[src/rtl/wb_regfile_pkg.sv]
// Shared constants for the write-back register file slice.
// Latency: none, constants and one helper function only.
// Backpressure: none.
package wb_regfile_pkg;

  localparam int          CNT_WIDTH     = 32;
  localparam logic [4:0]  ZERO_REG      = 5'd0;
  localparam logic        WRITE_ENABLE  = 1'b1;
  localparam logic        WRITE_DISABLE = 1'b0;

  // A write is architecturally real only when enabled and not aimed at x0.
  function automatic logic is_real_write(input logic we, input logic [4:0] addr);
    return (we == WRITE_ENABLE) && (addr != ZERO_REG);
  endfunction

endpackage

[src/rtl/wb_regfile_array.sv]
// Integer register storage: one synchronous write port, two raw read ports.
// Latency: write visible after the clock edge; reads are combinational.
// Backpressure: none, writes are always accepted; writes to x0 are dropped.
module regfile_array
  import wb_regfile_pkg::*;
#(
  parameter int DATA_WIDTH = 32,
  parameter int REG_NUM    = 32,
  parameter int ADDR_WIDTH = 5
) (
  input  logic                  clk_i,
  input  logic                  rst_n_i,
  input  logic                  we_i,
  input  logic [ADDR_WIDTH-1:0] waddr_i,
  input  logic [DATA_WIDTH-1:0] wdata_i,
  input  logic [ADDR_WIDTH-1:0] raddr1_i,
  input  logic [ADDR_WIDTH-1:0] raddr2_i,
  output logic [DATA_WIDTH-1:0] rdata1_o,
  output logic [DATA_WIDTH-1:0] rdata2_o
);

  logic [DATA_WIDTH-1:0] mem [REG_NUM];

  // Storage: cleared asynchronously, x0 never written.
  always_ff @(posedge clk_i or negedge rst_n_i) begin
    if (!rst_n_i) begin
      for (int i = 0; i < REG_NUM; i++) begin
        mem[i] <= '0;
      end
    end else if (is_real_write(we_i, waddr_i)) begin
      mem[waddr_i] <= wdata_i;
    end
  end

  assign rdata1_o = mem[raddr1_i];
  assign rdata2_o = mem[raddr2_i];

endmodule

[src/rtl/wb_regfile.sv]
// EX/WB pipeline register, write counter and forwarding read ports over the register array.
// Latency: EX result on wb_* after 1 edge, in the array after 2; reads are combinational with forwarding.
// Backpressure: hold_i freezes EX/WB (commit repeats idempotently); flush_i drops the EX write.
module wb_regfile
  import wb_regfile_pkg::*;
#(
  parameter int DATA_WIDTH = 32,
  parameter int REG_NUM    = 32,
  parameter int ADDR_WIDTH = 5
) (
  input  logic                  clk_i,
  input  logic                  rst_n_i,
  input  logic                  ex_we_i,
  input  logic [ADDR_WIDTH-1:0] ex_waddr_i,
  input  logic [DATA_WIDTH-1:0] ex_wdata_i,
  input  logic                  hold_i,
  input  logic                  flush_i,
  input  logic [ADDR_WIDTH-1:0] raddr1_i,
  input  logic [ADDR_WIDTH-1:0] raddr2_i,
  output logic [DATA_WIDTH-1:0] rdata1_o,
  output logic [DATA_WIDTH-1:0] rdata2_o,
  output logic                  wb_we_o,
  output logic [ADDR_WIDTH-1:0] wb_waddr_o,
  output logic [DATA_WIDTH-1:0] wb_wdata_o,
  output logic [CNT_WIDTH-1:0]  wr_cnt_o
);

  logic                  wb_we_q;
  logic [ADDR_WIDTH-1:0] wb_waddr_q;
  logic [DATA_WIDTH-1:0] wb_wdata_q;
  logic [CNT_WIDTH-1:0]  wr_cnt_q;
  logic [DATA_WIDTH-1:0] raw1;
  logic [DATA_WIDTH-1:0] raw2;
  logic                  ex_load;
  logic                  ex_fwd_en;

  // The EX instruction advances only when neither flushed nor stalled.
  assign ex_load   = !flush_i && !hold_i;
  assign ex_fwd_en = ex_load && (ex_we_i == WRITE_ENABLE);

  // EX/WB register: flush beats hold, hold beats load.
  always_ff @(posedge clk_i or negedge rst_n_i) begin
    if (!rst_n_i) begin
      wb_we_q    <= WRITE_DISABLE;
      wb_waddr_q <= '0;
      wb_wdata_q <= '0;
    end else if (flush_i) begin
      wb_we_q    <= WRITE_DISABLE;
      wb_waddr_q <= '0;
      wb_wdata_q <= '0;
    end else if (!hold_i) begin
      wb_we_q    <= is_real_write(ex_we_i, ex_waddr_i);
      wb_waddr_q <= ex_waddr_i;
      wb_wdata_q <= ex_wdata_i;
    end
  end

  // Count real writes entering EX/WB; wraps naturally at the counter width.
  always_ff @(posedge clk_i or negedge rst_n_i) begin
    if (!rst_n_i) begin
      wr_cnt_q <= '0;
    end else if (ex_load && is_real_write(ex_we_i, ex_waddr_i)) begin
      wr_cnt_q <= wr_cnt_q + 1'b1;
    end
  end

  regfile_array #(
    .DATA_WIDTH (DATA_WIDTH),
    .REG_NUM    (REG_NUM),
    .ADDR_WIDTH (ADDR_WIDTH)
  ) u_array (
    .clk_i    (clk_i),
    .rst_n_i  (rst_n_i),
    .we_i     (wb_we_q),
    .waddr_i  (wb_waddr_q),
    .wdata_i  (wb_wdata_q),
    .raddr1_i (raddr1_i),
    .raddr2_i (raddr2_i),
    .rdata1_o (raw1),
    .rdata2_o (raw2)
  );

  // x0 first, then the youngest in-flight write (EX), then WB, then storage.
  // Reset forces zero so a live EX forward cannot leak through while clearing.
  function automatic logic [DATA_WIDTH-1:0] read_mux(
    input logic                  rst_n,
    input logic [ADDR_WIDTH-1:0] raddr,
    input logic                  ex_en,
    input logic [ADDR_WIDTH-1:0] ex_addr,
    input logic [DATA_WIDTH-1:0] ex_data,
    input logic                  wb_en,
    input logic [ADDR_WIDTH-1:0] wb_addr,
    input logic [DATA_WIDTH-1:0] wb_data,
    input logic [DATA_WIDTH-1:0] raw
  );
    if (!rst_n || raddr == ZERO_REG) return '0;
    if (ex_en && ex_addr == raddr)   return ex_data;
    if (wb_en && wb_addr == raddr)   return wb_data;
    return raw;
  endfunction

  // Read port 1 with forwarding.
  always_comb begin
    rdata1_o = read_mux(rst_n_i, raddr1_i, ex_fwd_en, ex_waddr_i, ex_wdata_i,
                        wb_we_q, wb_waddr_q, wb_wdata_q, raw1);
  end

  // Read port 2 with forwarding.
  always_comb begin
    rdata2_o = read_mux(rst_n_i, raddr2_i, ex_fwd_en, ex_waddr_i, ex_wdata_i,
                        wb_we_q, wb_waddr_q, wb_wdata_q, raw2);
  end

  assign wb_we_o    = wb_we_q;
  assign wb_waddr_o = wb_waddr_q;
  assign wb_wdata_o = wb_wdata_q;
  assign wr_cnt_o   = wr_cnt_q;

endmodule

[config.mk]
export PLATFORM = sky130hd
export DESIGN_NAME = wb_regfile
export DESIGN_NICKNAME = d
export VERILOG_FILES = /design/src/rtl/wb_regfile_pkg.sv /design/src/rtl/wb_regfile_array.sv /design/src/rtl/wb_regfile.sv
export SDC_FILE = /design/constraint.sdc
export NUM_CORES = 2
export LEC_CHECK = 0
export CORE_MARGIN = 2
export CORE_UTILIZATION = 25
export CTS_CLUSTER_DIAMETER = 80
export DETAILED_ROUTE_END_ITERATION = 6
export GPL_TIMING_DRIVEN = 1
export REMOVE_ABC_BUFFERS = 1
export SLEW_MARGIN = 25
export SYNTH_ARGS = -nofsm -noshare
export SYNTH_HDL_FRONTEND = slang
export SYNTH_SLANG_ARGS = --single-unit
export TNS_END_PERCENT = 50
[constraint.sdc]
create_clock -name clk_i -period 4.5 [get_ports clk_i]
set_input_delay 0.9 -clock clk_i [delete_from_list [all_inputs] [get_ports clk_i]]
set_output_delay 0.9 -clock clk_i [all_outputs]
set_load 0.01 [all_outputs]
==> run_results.csv <==
group,metric,value,unit
run_status,status,"finished, final reports clean",
routing,drc_errors,0,
yosys,ys_seq_area_share,46.53,%
clock_network,ctsLongestPathBuffers,3,
timing,setup_ws,0.05560,ns
placed_design,pre_cts_ws,-0.07867,ns
timing,clock.fmax,225.0,MHz
job,max_cap_violations,0,
timing,max_slew_margin,27.13,%
setup_path,criticalPathCategory,"in2out",
setup_path,reg2reg_slack,1.41,ns
yosys,synth_cell_types,47,
yosys,muxShareOfSynthArea,38.67,%
timing,min_period,4.444,ns
floorplanning,fp.dieH,489.1,microns
placed_design,hpwl,129.5,mm
yosys,synth-simple-area-share,2.218,%
global_route,grt_pass1_wl,294.0,mm
clock_network,cts_sinks,1094,
timing,hold_viol,0,
placed_design,placed_cell_area,65650,sq um
final_layout,drive_above_1_share,44.85,%
clock_network,cts_made_buffers,112,
setup_path,critPathMaxFanout,19,
timing,setup_violations,0,
yosys,synth_area,58840,sq um
final_layout,final_cell_mix,"dfrtp_1 (1090), mux2_2 (992), mux4_2 (384)",
timing,tightest_slew,1.089,ns
routing,viasPerCell,5.233,
yosys,ys_ff_latch,1094,
yosys,synth_warnings,0,
clock_network,clk_pin_slew,0.07,ns
final_layout,multi_input_area,29650,sq um
yosys,synth_compound_area_share,8.128,%
routing,vias,39280,
final_layout,final_common_cell,"dfrtp_1",
timing,fin_skew,0.06867,ns
floorplanning,rows,178,
global_route,antenna_found_initial,2,
yosys,synth_area_leader_cell,"dfrtp_1",
timing,grt_setup_unrepaired,"false",
global_route,grt_max_degree,157,
global_route,overflow,0,
routing,firstDrtPassIters,6,
final_layout,areaGrowthSynthToFinish,18.41,%
yosys,synth_area_leaders,"dfrtp_1 (47%), mux2_2 (19%), mux4_2 (15%)",
placed_design,portBuffers,185,
yosys,synth_xor_area_share,0.7592,%
clock_network,cts_root_buffer,"clkbuf_16",
yosys,synth_top_family_by_area,"multiplexers",
timing,fin_crit_sh,98.76,%
setup_path,reg2reg_to,"u_array.mem[249]$_DFFE_PN0P_",
yosys,synth_fa_ha_area_share,0.02127,%
final_layout,fillerInstances,23226,
routing,wl_per_cell,27.00,microns
setup_path,start_kind,"input port",
setup_path,crit_start,"raddr1_i[3]",
setup_path,arrival,3.54,ns
floorplanning,die_area,239200,sq um
placed_design,gp_congestion,0.8594,
routing,drtIter0Drc,3190,
global_route,first_global_vias,40828,
final_layout,finalNetCount,4312,
clock_network,h-tree-depth,3,
yosys,synth.avg_cell_area,14.08,sq um
floorplanning,io_pins,186,
routing,ant_nets,0,
clock_network,clkLatencyLatePin,0.78,ns
worst_hold_path,hold_class,"in2async",
clock_network,cts_tree,"built",
floorplanning,core_area,234500,sq um
floorplanning,initial_core_util,25.09,%
setup_path,reg2reg_depth,4,
setup_path,worst_ep_required_time,3.60,ns
global_route,grt_util_all_layers,16.63,%
routing,wirelength,202.6,mm
timing,hold_ws,0.2968,ns
yosys,syn_inst,4180,
setup_path,endpoint_kind,"primary output",
timing,slew_viol_final,0,
power,cellPowerDensity,329.0,nW/um^2
power,peakVddDrop,281.6,uV
final_layout,fin_area,69670,sq um
final_layout,regArea,27380,sq um
power,leakage,30.86,nW
yosys,synth_top_area_share,46.53,%
setup_path,r2r-start,"wb_we_o$_DFFE_PN0P_",
floorplanning,die-width,489.1,microns
[cell usage after synthesis, drive strengths merged]
cell     count
dfrtp     1094
mux2       992
mux4       384
mux2i      293
clkbuf     260
buf        213
a22oi      192
nand2      164
o221ai     128
nor2        72
o21ai       68
a21o        64
o22ai       64
o32ai       64
xnor2       28
xor2        23
nand3       12
and3         7
inv          5
nand4        5
nor2b        5
nor3         5
nor3b        5
and2         4
nand3b       4
nand2b       3
or3b         3
or4          3
a31oi        2
and4         2
nor4         2
o21bai       2
or2          2
ha           1
nand4b       1
nand4bb      1
o2111a       1
o2111ai      1
o21a         1
[critical path, cell delays in order]
cell             delay, ns
clkdlybuf4s50_1       0.56
xor2_1                0.17
nor4_1                0.08
and3_2                0.24
or3b_2                0.53
buf_12                0.22
o221ai_4              0.24
clkdlybuf4s50_1       0.60
[through the flow]
step	TNS [ns]	cells	util (%)	power, mW
after detailed placement	-0.4162	7294	27.99	13.13
after global routing	0	7503	29.70	23.67
after global placement	-1.226	7294	27.99	13.08
after CTS	0	7502	29.68	23.10
final	0	7506	29.71	22.92
after floorplan	-20.30	3707	-	11.61
[state kept, by name (all words and copies together), names as in the netlist]
name         count
wb_wdata_o      32
u_array.mem   1024
wb_waddr_o       5
wr_cnt_o        32
wb_we_o          1
[cells by family (layout without fill, tap and decap cells)]
kind of cell    after synthesis  count (layout)
compound gates              587             587
xor+xnor                     51              51
fa+ha+maj                     1               1
buf+inv                     478             650
flops                      1094            1094
mux                        1669            1669
other cells                   0               4
simple gates                300             300
[layout make-up]
cell class	instances	area share, %
multi-input cells	2608	42.56
repair buffers	438	6.828
well taps	3150	5.657
diodes	4	0.01437
clock buffers	163	4.745
clock inverters	44	0.8693
flip-flops and latches	1094	39.30
inverters	5	0.02694
[how the worst max path moves through the flow]
stage	to	slack, ns
after floorplan	rdata2_o[30]	-0.49
after global placement	rdata2_o[2]	-0.11
after detailed placement	rdata2_o[2]	-0.08
after CTS	rdata1_o[2]	0.003
after global routing	rdata2_o[15]	0.0006
final	rdata1_o[24]	0.06
[timing repair]
action                                  CTS  global route
endpoints found under the setup margin   40            27
setup buffers                             0             0
hold buffers                              1             0
hold endpoints to repair                  3             0
gates resized for setup                   8            13
[per-layer routing]
layer	part of all wire [%]	vias to the layer above	track usage [%]	wire length, microns
li1	-	16339	-	-
met1	38	21077	19.35	76560
met2	50	1382	28.80	100900
met3	5.3	480	2.314	10740
met4	7.1	2	10.45	14440
met5	0.0064	-	0	13
[report_power, final]
| group | internal (mW) | switching, mW | total [mW] |
|---|---|---|---|
| Sequential | 10.1 | 0.267 | 10.4 |
| Clock | 5.69 | 4.26 | 9.96 |
| Combinational | 1.10 | 1.45 | 2.55 |
Power figures use the tool's default switching activity.
